==> src/rtl/sensor_hit_conditioner.sv <==
// Synchronises and debounces the sensor box code, emits one hit event per strike,
// scores it against the lit target and keeps a saturating matched-hit count.
module sensor_hit_conditioner #(
  parameter int SYNC_STAGES     = 2,
  parameter int DEBOUNCE_CYCLES = 500000,
  parameter int LOCKOUT_CYCLES  = 12500000,
  parameter int CNT_W           = 24
) (
  input  logic       CLOCK_50,
  input  logic       reset,
  input  logic       enable,
  input  logic [2:0] gpio_in,
  input  logic [2:0] target_box,
  output logic       hit_valid,
  output logic [2:0] hit_box,
  output logic       hit_match,
  output logic       hit_miss,
  output logic [7:0] hit_count,
  output logic       sensor_busy
);

  typedef enum logic [2:0] {
    S_IDLE,
    S_DEBOUNCE,
    S_REPORT,
    S_LOCKOUT,
    S_RELEASE
  } state_t;

  localparam logic [CNT_W-1:0] DEB_C  = CNT_W'(DEBOUNCE_CYCLES);
  localparam logic [CNT_W-1:0] LOCK_C = CNT_W'(LOCKOUT_CYCLES);
  localparam logic [CNT_W-1:0] ONE_C  = CNT_W'(1);

  logic [2:0]       sync_q [SYNC_STAGES];
  logic [2:0]       code_s;
  state_t           state_q;
  logic [2:0]       cand_q;
  logic [CNT_W-1:0] cnt_q;
  logic [CNT_W-1:0] cnt_d;
  logic             hit_valid_q;
  logic [2:0]       hit_box_q;
  logic             hit_match_q;
  logic             hit_miss_q;
  logic [7:0]       hit_count_q;
  logic             busy_q;
  logic             is_match;

  always_ff @(posedge CLOCK_50 or posedge reset) begin
    if (reset) begin
      for (int i = 0; i < SYNC_STAGES; i++) begin
        sync_q[i] <= 3'b000;
      end
    end else begin
      sync_q[0] <= gpio_in;
      for (int i = 1; i < SYNC_STAGES; i++) begin
        sync_q[i] <= sync_q[i-1];
      end
    end
  end

  assign code_s   = sync_q[SYNC_STAGES-1];
  assign cnt_d    = cnt_q + ONE_C;
  assign is_match = (cand_q == target_box) && (target_box != 3'b000);

  // The shared counter is compared on its incremented value so the REPORT
  // cycle lands exactly SYNC_STAGES + DEBOUNCE_CYCLES after the strike begins.
  always_ff @(posedge CLOCK_50 or posedge reset) begin
    if (reset) begin
      state_q     <= S_IDLE;
      cand_q      <= 3'b000;
      cnt_q       <= '0;
      hit_valid_q <= 1'b0;
      hit_box_q   <= 3'b000;
      hit_match_q <= 1'b0;
      hit_miss_q  <= 1'b0;
      hit_count_q <= 8'd0;
      busy_q      <= 1'b0;
    end else begin
      hit_valid_q <= 1'b0;
      hit_match_q <= 1'b0;
      hit_miss_q  <= 1'b0;
      if (!enable) begin
        state_q <= S_IDLE;
        cnt_q   <= '0;
        busy_q  <= 1'b0;
      end else begin
        case (state_q)
          S_IDLE: begin
            if (code_s != 3'b000) begin
              cand_q  <= code_s;
              cnt_q   <= ONE_C;
              state_q <= S_DEBOUNCE;
              busy_q  <= 1'b1;
            end
          end
          S_DEBOUNCE: begin
            if (code_s != cand_q) begin
              state_q <= S_IDLE;
              cnt_q   <= '0;
              busy_q  <= 1'b0;
            end else if (cnt_d >= DEB_C) begin
              state_q     <= S_REPORT;
              cnt_q       <= '0;
              hit_valid_q <= 1'b1;
              hit_box_q   <= cand_q;
              hit_match_q <= is_match;
              hit_miss_q  <= !is_match;
              if (is_match && (hit_count_q != 8'hFF)) begin
                hit_count_q <= hit_count_q + 8'd1;
              end
            end else begin
              cnt_q <= cnt_d;
            end
          end
          S_REPORT: begin
            state_q <= S_LOCKOUT;
            cnt_q   <= '0;
          end
          S_LOCKOUT: begin
            if (cnt_d >= LOCK_C) begin
              state_q <= S_RELEASE;
              cnt_q   <= '0;
            end else begin
              cnt_q <= cnt_d;
            end
          end
          S_RELEASE: begin
            // A still-held press keeps resetting the count, so it never re-triggers.
            if (code_s != 3'b000) begin
              cnt_q <= '0;
            end else if (cnt_d >= DEB_C) begin
              state_q <= S_IDLE;
              cnt_q   <= '0;
              busy_q  <= 1'b0;
            end else begin
              cnt_q <= cnt_d;
            end
          end
          default: begin
            state_q <= S_IDLE;
            cnt_q   <= '0;
            busy_q  <= 1'b0;
          end
        endcase
      end
    end
  end

  assign hit_valid   = hit_valid_q;
  assign hit_box     = hit_box_q;
  assign hit_match   = hit_match_q;
  assign hit_miss    = hit_miss_q;
  assign hit_count   = hit_count_q;
  assign sensor_busy = busy_q;

endmodule

==> config.mk <==
export PLATFORM = sky130hd
export DESIGN_NAME = sensor_hit_conditioner
export DESIGN_NICKNAME = d
export VERILOG_FILES = /design/src/rtl/sensor_hit_conditioner.sv
export SDC_FILE = /design/constraint.sdc
export NUM_CORES = 1
export LEC_CHECK = 0
export CAP_MARGIN = 30
export CORE_MARGIN = 2
export CORE_UTILIZATION = 55
export CTS_CLUSTER_DIAMETER = 100
export CTS_CLUSTER_SIZE = 25
export DETAILED_ROUTE_END_ITERATION = 7
export DONT_BUFFER_PORTS = 1
export GPL_TIMING_DRIVEN = 0
export PLACE_DENSITY = 0.71
export SLEW_MARGIN = 20
export SYNTH_ARGS = -nofsm -noshare
export SYNTH_HDL_FRONTEND = slang
export SYNTH_SLANG_ARGS = --single-unit
==> constraint.sdc <==
create_clock -name CLOCK_50 -period 3.9 [get_ports CLOCK_50]
set_input_delay 0.195 -clock CLOCK_50 [delete_from_list [all_inputs] [get_ports CLOCK_50]]
set_output_delay 0.195 -clock CLOCK_50 [all_outputs]
set_load 0.005 [all_outputs]
==> impl_metrics.py, run 1 <==
metrics = {
    "outcome": {
        "outcome": "finished clean",
    },
    "clock_network": {
        "ctsHtreeMaxLevel": 2,
        "cts_sinks": 51,
        "cts-root-buf": "clkbuf_8",
        "cts_tree": "built",
        "cts_made_buffers": 5,
        "clock_path_buffers": 2,
        "clock_latency_ns": 0.32,
        "path_clk_slew_ns": 0.09,
    },
    "worst_setup_path": {
        "r2r_slack_ns": 0.24,
        "timing.rr.start": "cnt_q[0]",
        "r2r_end": "cnt_q[18]",
        "critPathMaxFanout": 10,
        "worstRegToRegCells": 10,
        "arrival_ns": 3.88,
        "end_kind": "flop",
        "required_ns": 4.12,
        "critPathKind": "flop to flop",
        "critPathLaunchType": "flop",
    },
    "global_routing": {
        "grt_overflow": 0,
        "grt_use_met1_pct": 37.9,
        "track_usage_pct": 25.1,
        "grt_pass1_vias": 2852,
        "grt_max_degree": 28,
        "use_met2_pct": 38.0,
        "grt_busiest_layer": "met2",
        "antenna_found_initial": 0,
        "grt_first_pass_wirelength_um": 14300,
        "grt_use_met3_pct": 3.28,
    },
    "timing": {
        "hold_violations": 0,
        "setup_tns_ns": 0,
        "slew_headroom_pct": 58.3,
        "grt_setup_unrepaired": "false",
        "whs_ns": 0.255,
        "period_needed_ns": 3.66,
        "setup_violations": 0,
        "fin_crit_sh_pct": 93.8,
        "clock.fmax_mhz": 273,
        "drv_slew": 0,
        "worstMarginPinSlew_ns": 0.621,
        "fin_skew_ns": 0.0192,
    },
    "yosys": {
        "synth_top_area_share_pct": 36.9,
        "async_flop_share_pct": 100,
        "synth_ff_type": "dfrtp_1",
        "synth_seq_cells": 51,
        "synth_cells": 426,
        "ys_types": 54,
        "yosysSeqAreaShare_pct": 36.9,
        "syn_area_per_cell_sq_um": 8.12,
        "synth_enable_flop_cells": 0,
        "ys_warn_count": 0,
        "synth_area_sq_um": 3460,
        "synth_top_area_cell": "dfrtp_1",
        "synth_area_leaders": "dfrtp_1 37%, nand2_1 7.2%, nor2_1 5.0%",
        "synth_fp_nets": 438,
    },
    "die": {
        "dieArea_sq_um": 6940,
        "fp.dieH_um": 83.3,
        "core_sq_um": 5990,
        "rows": 28,
        "num_io_pins": 24,
        "start_util_pct": 57.7,
        "fp.dieW_um": 83.3,
    },
    "placed_design": {
        "portBuffers": 0,
        "gp_congestion": 0.916,
        "dp_hpwl_um": 6060,
    },
    "pwr": {
        "power.density_nw_per_um2": 269,
        "p_leak_nw": 1.62,
        "ir_worst_vdd_mv": 0.214,
    },
    "route": {
        "vias_per_cell": 6.14,
        "drt-initial-drc-count": 234,
        "drc": 0,
        "firstDrtPassIters": 4,
        "vias": 3148,
        "wl_um": 8490,
        "avgRoutedWirePerCell_um": 16.5,
        "drt.antenna.violating_nets": 0,
    },
    "min_path": {
        "hp-start": "target_box[1]",
        "hold_class": "input port to flop",
        "worstHoldPathCells": 3,
        "min_to": "hit_miss",
    },
    "layout": {
        "antennaDiodeCount": 0,
        "fin_nets": 450,
        "area_delta_synth_final_pct": 7.53,
        "drive_above_1_share_pct": 9.82,
    },
    "job": {
        "maxCapViolCount": 0,
    },
}
-- cell families (layout without fill, tap and decap cells) --
kind of cell,after synthesis,after routing,share of synthesized area (%)
simple gates,220,220,32.1
compound gates,81,81,17.5
flops,51,51,36.9
buf+inv,47,59,5.86
xor+xnor,17,17,4.31
mux,7,7,2.24
fa+ha+maj,3,3,1.09
-- cell usage in the layout, fill, tap and decap left out, types with 4 or more instances in the layout --
master and instances:
nand2_1 66, o21ai_1 4, nor2_1 46, nand2b_1 4
inv_1 13, xnor2_1 5, a31oi_1 4, buf_2 18
nor4_1 6, o211ai_1 5, o22ai_1 20, nand4_1 14
and3_1 5, a32oi_1 4, or4_1 4, nor3_1 19
dlygate4sd3_1 4, clkbuf_8 5, o21a_1 5, and2_1 11
or3_1 4, clkbuf_1 14, mux2_1 6, a21oi_1 8
o21ai_0 5, dfrtp_1 51, xor2_1 12, nor2b_1 8
nand3_1 21, a22o_1 5
-- worst max-delay path, cell delays in order, from the launching register on --
cell	delay, ns
dfrtp_1	0.47
ha_1	0.29
nand4_2	0.23
or4_1	0.64
and3_1	0.27
mux2i_1	0.13
a22o_1	0.21
a211oi_2	0.48
clkbuf_1	0.52
o21ai_1	0.14
a32oi_1	0.18
-- worst max-delay path by stage --
stage	from	endpoint	slack (ns)
6_report	cnt_q[0]	cnt_q[18]	0.24
5_1_grt	cnt_q[0]	cnt_q[18]	0.01
4_1_cts	cnt_q[0]	cnt_q[18]	0.30
3_5_place_dp	cnt_q[0]	cnt_q[18]	0.34
3_3_place_gp	cnt_q[0]	cnt_q[18]	0.39
2_1_floorplan	cnt_q[0]	hit_box[0]	0.97
-- metal layers --
layer,wire length [um],vias up,part of all wire (%)
met1,4150,1491,49
li1,-,1549,-
met4,108,0,1.3
met3,375,12,4.4
met5,0,-,0
met2,3850,96,45
-- sequential cells by signal, summed over array words and instances (netlist names) --
| register | count |
|---|---|
| cnt_q | 24 |
| sensor_busy | 1 |
| cand_q | 3 |
| hit_match | 1 |
| state_q | 3 |
| hit_valid | 1 |
| sync_q | 3 |
| hit_miss | 1 |
| code_s | 3 |
| hit_count | 8 |
| hit_box | 3 |
-- cell usage after synthesis, drive strengths merged (2+ instances only) --
cell and count:
nand2 66, dfrtp 51, nor2 46, nand3 22, nor3 20, o22ai 20
buf 19, nand4 17, clkbuf 14, inv 14, xor2 12, and2 11
nor4 9, o21ai 9, a21oi 8, nor2b 8, mux2 6, a22o 5
and3 5, o211ai 5, o21a 5, xnor2 5, a31oi 4, a32oi 4
nand2b 4, or3 4, or4 4, a211oi 3, ha 3, o2111ai 3
a22oi 2, and4 2, o21bai 2, o311ai 2
-- stage by stage --
| stage | worst slack, ns | std cells | utilization [%] | power [mW] | instance area (sq um) |
|---|---|---|---|---|---|
| after floorplan | 0.974 | 426 | - | 0.616 | 3460 |
| after global placement | 0.385 | 501 | 59.3 | 0.631 | 3550 |
| after detailed placement | 0.342 | 502 | 59.6 | 0.636 | 3570 |
| after CTS | 0.297 | 513 | 62.1 | 1.01 | 3720 |
| after global routing | 0.0128 | 513 | 62.1 | 1.04 | 3720 |
| final | 0.240 | 513 | 62.1 | 1.00 | 3720 |
-- report_power, final --
| part | internal (mW) | switching [mW] | total, mW |
|---|---|---|---|
| Combinational | 0.0275 | 0.0415 | 0.0690 |
| Sequential | 0.541 | 0.0178 | 0.559 |
| Clock | 0.188 | 0.185 | 0.373 |
| Total | 0.756 | 0.244 | 1.00 |
-- area by class of cell --
type	count	area [sq um]
fillers	540	2270
multi-input cells	328	1980
flip-flops and latches	51	1280
plain buffers	33	150
well taps	75	93.8
clock buffers	5	68.8
repair buffers	5	60.1
inverters	14	52.6
clock inverters	2	37.5
-- timing repair --
action	CTS	global route
buffers inserted	0	0
hold buffers	4	0
endpoints found under the setup margin	0	0
resized for setup	0	0
endpoints found under the hold margin	27	0
Note: power is estimated with default switching activity, not from simulation.
==> inputs of run 2 (changes only) <==
--- a/config.mk
+++ b/config.mk
@@ -8,13 +8,14 @@
 export CAP_MARGIN = 30
 export CORE_MARGIN = 2
 export CORE_UTILIZATION = 55
+export CTS_BUF_LIST = sky130_fd_sc_hd__clkbuf_8
 export CTS_CLUSTER_DIAMETER = 100
 export CTS_CLUSTER_SIZE = 25
 export DETAILED_ROUTE_END_ITERATION = 7
 export DONT_BUFFER_PORTS = 1
 export GPL_TIMING_DRIVEN = 0
 export PLACE_DENSITY = 0.71
-export SLEW_MARGIN = 20
+export SLEW_MARGIN = 25
 export SYNTH_ARGS = -nofsm -noshare
 export SYNTH_HDL_FRONTEND = slang
 export SYNTH_SLANG_ARGS = --single-unit
==> run 2 against run 1 <==
Net effect: utilization fell by 0.27 points; count of clock-buffer cells in the layout did not move; critical path depth did not move; largest power group unchanged; setup slack improved by 0.11 ns; highest routed layer unchanged.
==> impl_metrics.py, run 2 (synthesized netlist as in run 1, its figures left out) <==
metrics = {
    "outcome": {
        "outcome": "finished clean",
    },
    "global_routing": {
        "use_met2_pct": 37.7,
        "antenna_found_initial": 0,
        "grt_use_met3_pct": 3.28,
        "grt_overflow": 0,
        "grt_max_degree": 52,
        "grt_pass1_vias": 2859,
        "grt_busiest_layer": "met2",
        "track_usage_pct": 24.8,
        "grt_use_met1_pct": 37.5,
        "grt_first_pass_wirelength_um": 14100,
    },
    "route": {
        "wl_um": 8390,
        "drt-initial-drc-count": 329,
        "vias_per_cell": 6.10,
        "drt.antenna.violating_nets": 0,
        "drc": 0,
        "firstDrtPassIters": 5,
        "vias": 3121,
        "avgRoutedWirePerCell_um": 16.4,
    },
    "timing": {
        "drv_slew": 0,
        "fin_ws_ns": 0.352,
        "setup_tns_ns": 0,
        "fin_crit_sh_pct": 91.0,
        "hold_violations": 0,
        "grt_setup_unrepaired": "false",
        "clock.fmax_mhz": 282,
        "period_needed_ns": 3.55,
        "fin_skew_ns": 0.0210,
        "slew_headroom_pct": 54.9,
        "setup_violations": 0,
        "worstMarginPinSlew_ns": 0.672,
    },
    "layout": {
        "instances_no_fill": 512,
        "fin_nets": 449,
        "drive_above_1_share_pct": 9.84,
        "largest_register_ffs": 24,
        "area_delta_synth_final_pct": 7.06,
        "mostFrequentLayoutCells": "66 x nand2_1, 51 x dfrtp_1, 46 x nor2_1",
        "final_common_cell": "nand2_1",
        "antennaDiodeCount": 0,
        "largest_register": "cnt_q",
    },
    "clock_network": {
        "cts_tree": "built",
        "cts_setup_buffers": 0,
        "cts_made_buffers": 5,
        "ctsHtreeMaxLevel": 2,
        "clock_latency_ns": 0.32,
        "cts-root-buf": "clkbuf_8",
        "clock_path_buffers": 2,
        "cts_sinks": 51,
        "path_clk_slew_ns": 0.09,
    },
    "die": {
        "dieArea_sq_um": 6940,
        "fp.dieW_um": 83.3,
        "fp.dieH_um": 83.3,
        "start_util_pct": 57.7,
        "rows": 28,
        "core_sq_um": 5990,
        "num_io_pins": 24,
    },
    "worst_setup_path": {
        "r2r_slack_ns": 0.35,
        "critPathMaxFanout": 10,
        "worstRegToRegCells": 10,
        "arrival_ns": 3.79,
        "end_kind": "flop",
        "critPathKind": "flop to flop",
        "timing.rr.start": "cnt_q[0]",
        "required_ns": 4.15,
        "cp-startpoint": "cnt_q[0]",
        "endpoint": "cnt_q[8]",
        "critPathLaunchType": "flop",
        "r2r_end": "cnt_q[8]",
    },
    "pwr": {
        "switchingPower_mw": 0.244,
        "power.density_nw_per_um2": 270,
        "pwr-share-comb_pct": 6.7,
        "p_int_mw": 0.755,
        "p_sw_share_pct": 24.4,
        "ir_worst_vdd_mv": 0.221,
        "seq_power_share_pct": 56.0,
        "p_leak_nw": 1.61,
        "clkPwrFrac_pct": 37.3,
    },
    "min_path": {
        "hold_class": "input port to flop",
    },
    "placed_design": {
        "portBuffers": 0,
        "place_inst": 501,
        "gp_congestion": 0.916,
        "dp_hpwl_um": 5880,
        "preCtsSetupSlack_ns": 0.337,
    },
    "job": {
        "maxCapViolCount": 0,
    },
}
==> run 2: changes by cell type in the layout (fill, tap and decap cells not counted) <==
cell / change
inv_4: +1
clkbuf_1: -1
inv_2: -1
clkbuf_2: +1
buf_12: -1
==> run 2: worst min path at each step <==
stage,from,end,depth (start not counted)
after floorplan,gpio_in[0],sync_q[3],0
after global placement,gpio_in[1],sync_q[4],0
after detailed placement,reset,sync_q[4],1
after CTS,target_box[1],hit_miss,3
after global routing,enable,state_q[2],2
final,target_box[1],hit_miss,3
==> run 2: worst max-delay path, stage by stage (launching register included) <==
cell and delay [ns]:
dfrtp_1 0.47, ha_1 0.29, nand4_2 0.23, or4_1 0.64, and3_1 0.27, mux2i_1 0.12
a22o_1 0.21, a211oi_2 0.48, clkbuf_1 0.51, o22ai_1 0.18, nand2_1 0.09
==> run 2: repair_timing <==
item                       4_1_cts  5_1_grt
resized for setup                0        2
setup endpoints to repair        0        1
hold endpoints to repair        54        0
hold buffers                     4        0
==> run 2: final cells by class <==
class                           instances  area (sq um)
Fill cell                             511          2290
Multi-Input combinational cell        328          1980
Sequential cell                        51          1280
Buffer                                 33           151
Tap cell                               75          93.8
Clock buffer                            5          68.8
Inverter                               14          55.1
Timing Repair Buffer                    4          40.0
Clock inverter                          2          37.5
==> run 2: power by group through the flow <==
stage	clock (mW)	combinational, mW	sequential, mW
final	0.373	0.0666	0.559
after global routing	0.395	0.0755	0.562
after detailed placement	0	0.0635	0.569
after floorplan	0	0.0508	0.565
after global placement	0	0.0618	0.569
after CTS	0.380	0.0670	0.559
==> run 2: stage by stage <==
step | instance area (sq um) | utilization [%] | hold WS, ns | total power [mW]
detailed placement | 3550 | 59.3 | 0.202 | 0.633
floorplan | 3460 | - | 0.226 | 0.616
CTS | 3700 | 61.8 | 0.239 | 1.01
finish | 3700 | 61.8 | 0.254 | 0.998
global route | 3700 | 61.8 | 0.289 | 1.03
global placement | 3550 | 59.3 | 0.226 | 0.631
==> run 2: metal layers <==
layer / vias to the layer above / routed length (um)
li1: 1543 / -
met1: 1466 / 4070
met2: 104 / 3800
met3: 8 / 432
met4: 0 / 86
met5: - / 0
==> inputs of run 3 (changes only) <==
--- a/config.mk
+++ b/config.mk
@@ -6,15 +6,17 @@
 export NUM_CORES = 1
 export LEC_CHECK = 0
 export CAP_MARGIN = 30
+export CELL_PAD_IN_SITES_DETAIL_PLACEMENT = 2
+export CELL_PAD_IN_SITES_GLOBAL_PLACEMENT = 2
 export CORE_MARGIN = 2
-export CORE_UTILIZATION = 55
+export CORE_UTILIZATION = 40
 export CTS_BUF_LIST = sky130_fd_sc_hd__clkbuf_8
 export CTS_CLUSTER_DIAMETER = 100
 export CTS_CLUSTER_SIZE = 25
 export DETAILED_ROUTE_END_ITERATION = 7
 export DONT_BUFFER_PORTS = 1
 export GPL_TIMING_DRIVEN = 0
-export PLACE_DENSITY = 0.71
+export PLACE_DENSITY = 0.83
 export SLEW_MARGIN = 25
 export SYNTH_ARGS = -nofsm -noshare
 export SYNTH_HDL_FRONTEND = slang
==> run 3 against run 2 <==
Net effect: sequential share of layout area decreased by 0.70 points; sequential power about the same; final cell count increased by 6.3%; non-clock buffer count increased by 1; routed wire length increased by 38%; utilization decreased by 16 points; clock skew decreased by 0.0096 ns; global-route usage increased by 0.24 points; die area increased by 36%; count of clock-buffer cells in the layout unchanged; design area increased by 2.1%; critical endpoint is now hit_box[0]; highest routed layer unchanged.
==> impl_metrics.py, run 3 (synthesized netlist as in run 1, its figures left out) <==
metrics = {
    "worst_setup_path": {
        "critical_path_buf_inv_count": 2,
        "r2r_end": "hit_box[0]",
        "cpMaxStageDelayCell": "dfrtp_1",
        "required_ns": 4.11,
        "worstPathCellList": "ha_1, nand4_2, or3_1, clkbuf_1, or3_1, a22oi_2, o311ai_2, nand4_1, buf_2, mux2_1",
        "max_stage_delay_ns": 0.50,
        "critPathKind": "flop to flop",
        "cp_top_family": "simple AND/OR/NAND/NOR gates",
        "timing.rr.start": "cnt_q[0]",
        "worstRegToRegCells": 10,
        "arrival_ns": 3.86,
        "end_kind": "flop",
        "critPathMaxFanout": 10,
        "r2r_slack_ns": 0.25,
        "critPathLaunchType": "flop",
        "path_common_cell": "or3_1",
    },
    "placed_design": {
        "dp_hpwl_um": 8590,
        "portBuffers": 0,
        "gp_congestion": 0.953,
        "preCtsSetupSlack_ns": 0.131,
        "place_inst": 532,
    },
    "timing": {
        "hold_violations": 0,
        "period_needed_ns": 3.65,
        "whs_ns": 0.253,
        "slew_headroom_pct": 51.8,
        "clock.fmax_mhz": 274,
        "drv_slew": 0,
        "fin_crit_sh_pct": 93.6,
        "grt_setup_unrepaired": "false",
        "worstMarginPinSlew_ns": 0.716,
        "setup_tns_ns": 0,
        "setup_violations": 0,
        "fin_ws_ns": 0.251,
        "fin_skew_ns": 0.0114,
    },
    "layout": {
        "instances_no_fill": 544,
        "final_common_cell": "nand2_1",
        "mostFrequentLayoutCells": "66 x nand2_1, 51 x dfrtp_1, 46 x nor2_1",
        "final_util_pct": 45.5,
        "largest_register_ffs": 24,
        "area_delta_synth_final_pct": 9.27,
        "largest_register": "cnt_q",
        "fin_nets": 450,
        "antennaDiodeCount": 0,
        "drive_above_1_share_pct": 10.5,
    },
    "global_routing": {
        "grt_use_met1_pct": 33.8,
        "antenna_found_initial": 0,
        "grt_overflow": 0,
        "use_met2_pct": 42.6,
        "track_usage_pct": 25.0,
        "grt_use_met3_pct": 3.90,
        "grt_max_degree": 39,
        "grt_pass1_vias": 3520,
        "grt_busiest_layer": "met2",
        "grt_first_pass_wirelength_um": 19200,
    },
    "route": {
        "firstDrtPassIters": 4,
        "avgRoutedWirePerCell_um": 21.3,
        "wl_um": 11600,
        "vias_per_cell": 5.97,
        "vias": 3249,
        "drt.antenna.violating_nets": 0,
        "drt-initial-drc-count": 121,
        "drc": 0,
    },
    "clock_network": {
        "cts_tree": "built",
        "cts_sinks": 51,
        "cts-root-buf": "clkbuf_8",
        "cts_setup_buffers": 0,
        "clock_latency_ns": 0.32,
        "cts_made_buffers": 5,
        "ctsHtreeMaxLevel": 2,
        "path_clk_slew_ns": 0.11,
        "clock_path_buffers": 2,
    },
    "job": {
        "maxCapViolCount": 0,
    },
    "min_path": {
        "hold_class": "input port to asynchronous set/reset pin",
    },
    "die": {
        "num_io_pins": 24,
        "fp.dieH_um": 97.0,
        "core_sq_um": 8300,
        "start_util_pct": 41.7,
        "rows": 33,
        "dieArea_sq_um": 9400,
        "fp.dieW_um": 97.0,
    },
    "pwr": {
        "pwr-share-comb_pct": 7.3,
        "seq_power_share_pct": 53.8,
        "clkPwrFrac_pct": 38.9,
        "power.density_nw_per_um2": 276,
        "ir_worst_vdd_mv": 0.148,
        "p_sw_share_pct": 26.8,
        "switchingPower_mw": 0.279,
        "p_int_mw": 0.764,
        "p_leak_nw": 1.63,
    },
    "outcome": {
        "outcome": "finished clean",
    },
}
run 3: cell types whose count changed in the layout (fill, tap and decap cells not counted):
cell,delta
a211oi_4,+1
a211oi_2,-1
inv_6,+1
clkbuf_1,-1
clkinv_4,+1
clkbuf_2,+1
buf_12,+1
clkinvlp_4,-1
run 3: worst max path at each step:
stage               startpoint          to  slack [ns]  depth (start not counted)
CTS                   cnt_q[0]   cnt_q[18]        0.05                         11
detailed placement    cnt_q[0]   cnt_q[18]        0.13                         11
global route          cnt_q[0]   cnt_q[18]        0.03                         11
finish                cnt_q[0]  hit_box[0]        0.25                         10
floorplan             cnt_q[0]  hit_box[0]        0.97                         10
global placement      cnt_q[0]   cnt_q[16]        0.33                         10
run 3: layout make-up:
cell class / count / area, sq um
plain buffers: 33 / 153
inverters: 14 / 55.1
multi-input cells: 328 / 1990
fillers: 932 / 4520
repair buffers: 5 / 60.1
clock buffers: 5 / 68.8
flip-flops and latches: 51 / 1280
clock inverters: 3 / 47.5
well taps: 105 / 131
run 3: layer usage:
layer	routed length, um	vias to the layer above
li1	-	1544
met1	5340	1654
met2	5830	41
met3	280	10
met4	113	0
met5	0	-
run 3: stage by stage:
step | area (sq um) | power (mW)
finish | 3780 | 1.04
floorplan | 3460 | 0.616
global route | 3780 | 1.08
detailed placement | 3610 | 0.645
global placement | 3590 | 0.635
CTS | 3770 | 1.06
run 3: repair_timing:
action	4_1_cts	5_1_grt
gates resized for setup	0	5
endpoints found under the hold margin	54	0
endpoints found under the setup margin	0	18
hold buffers	4	0
run 3: power groups by stage:
stage / clock [mW] / combinational [mW] / sequential (mW)
after floorplan: 0 / 0.0508 / 0.565
after global placement: 0 / 0.0648 / 0.570
after detailed placement: 0 / 0.0735 / 0.571
after CTS: 0.418 / 0.0771 / 0.561
after global routing: 0.435 / 0.0856 / 0.564
final: 0.405 / 0.0767 / 0.561
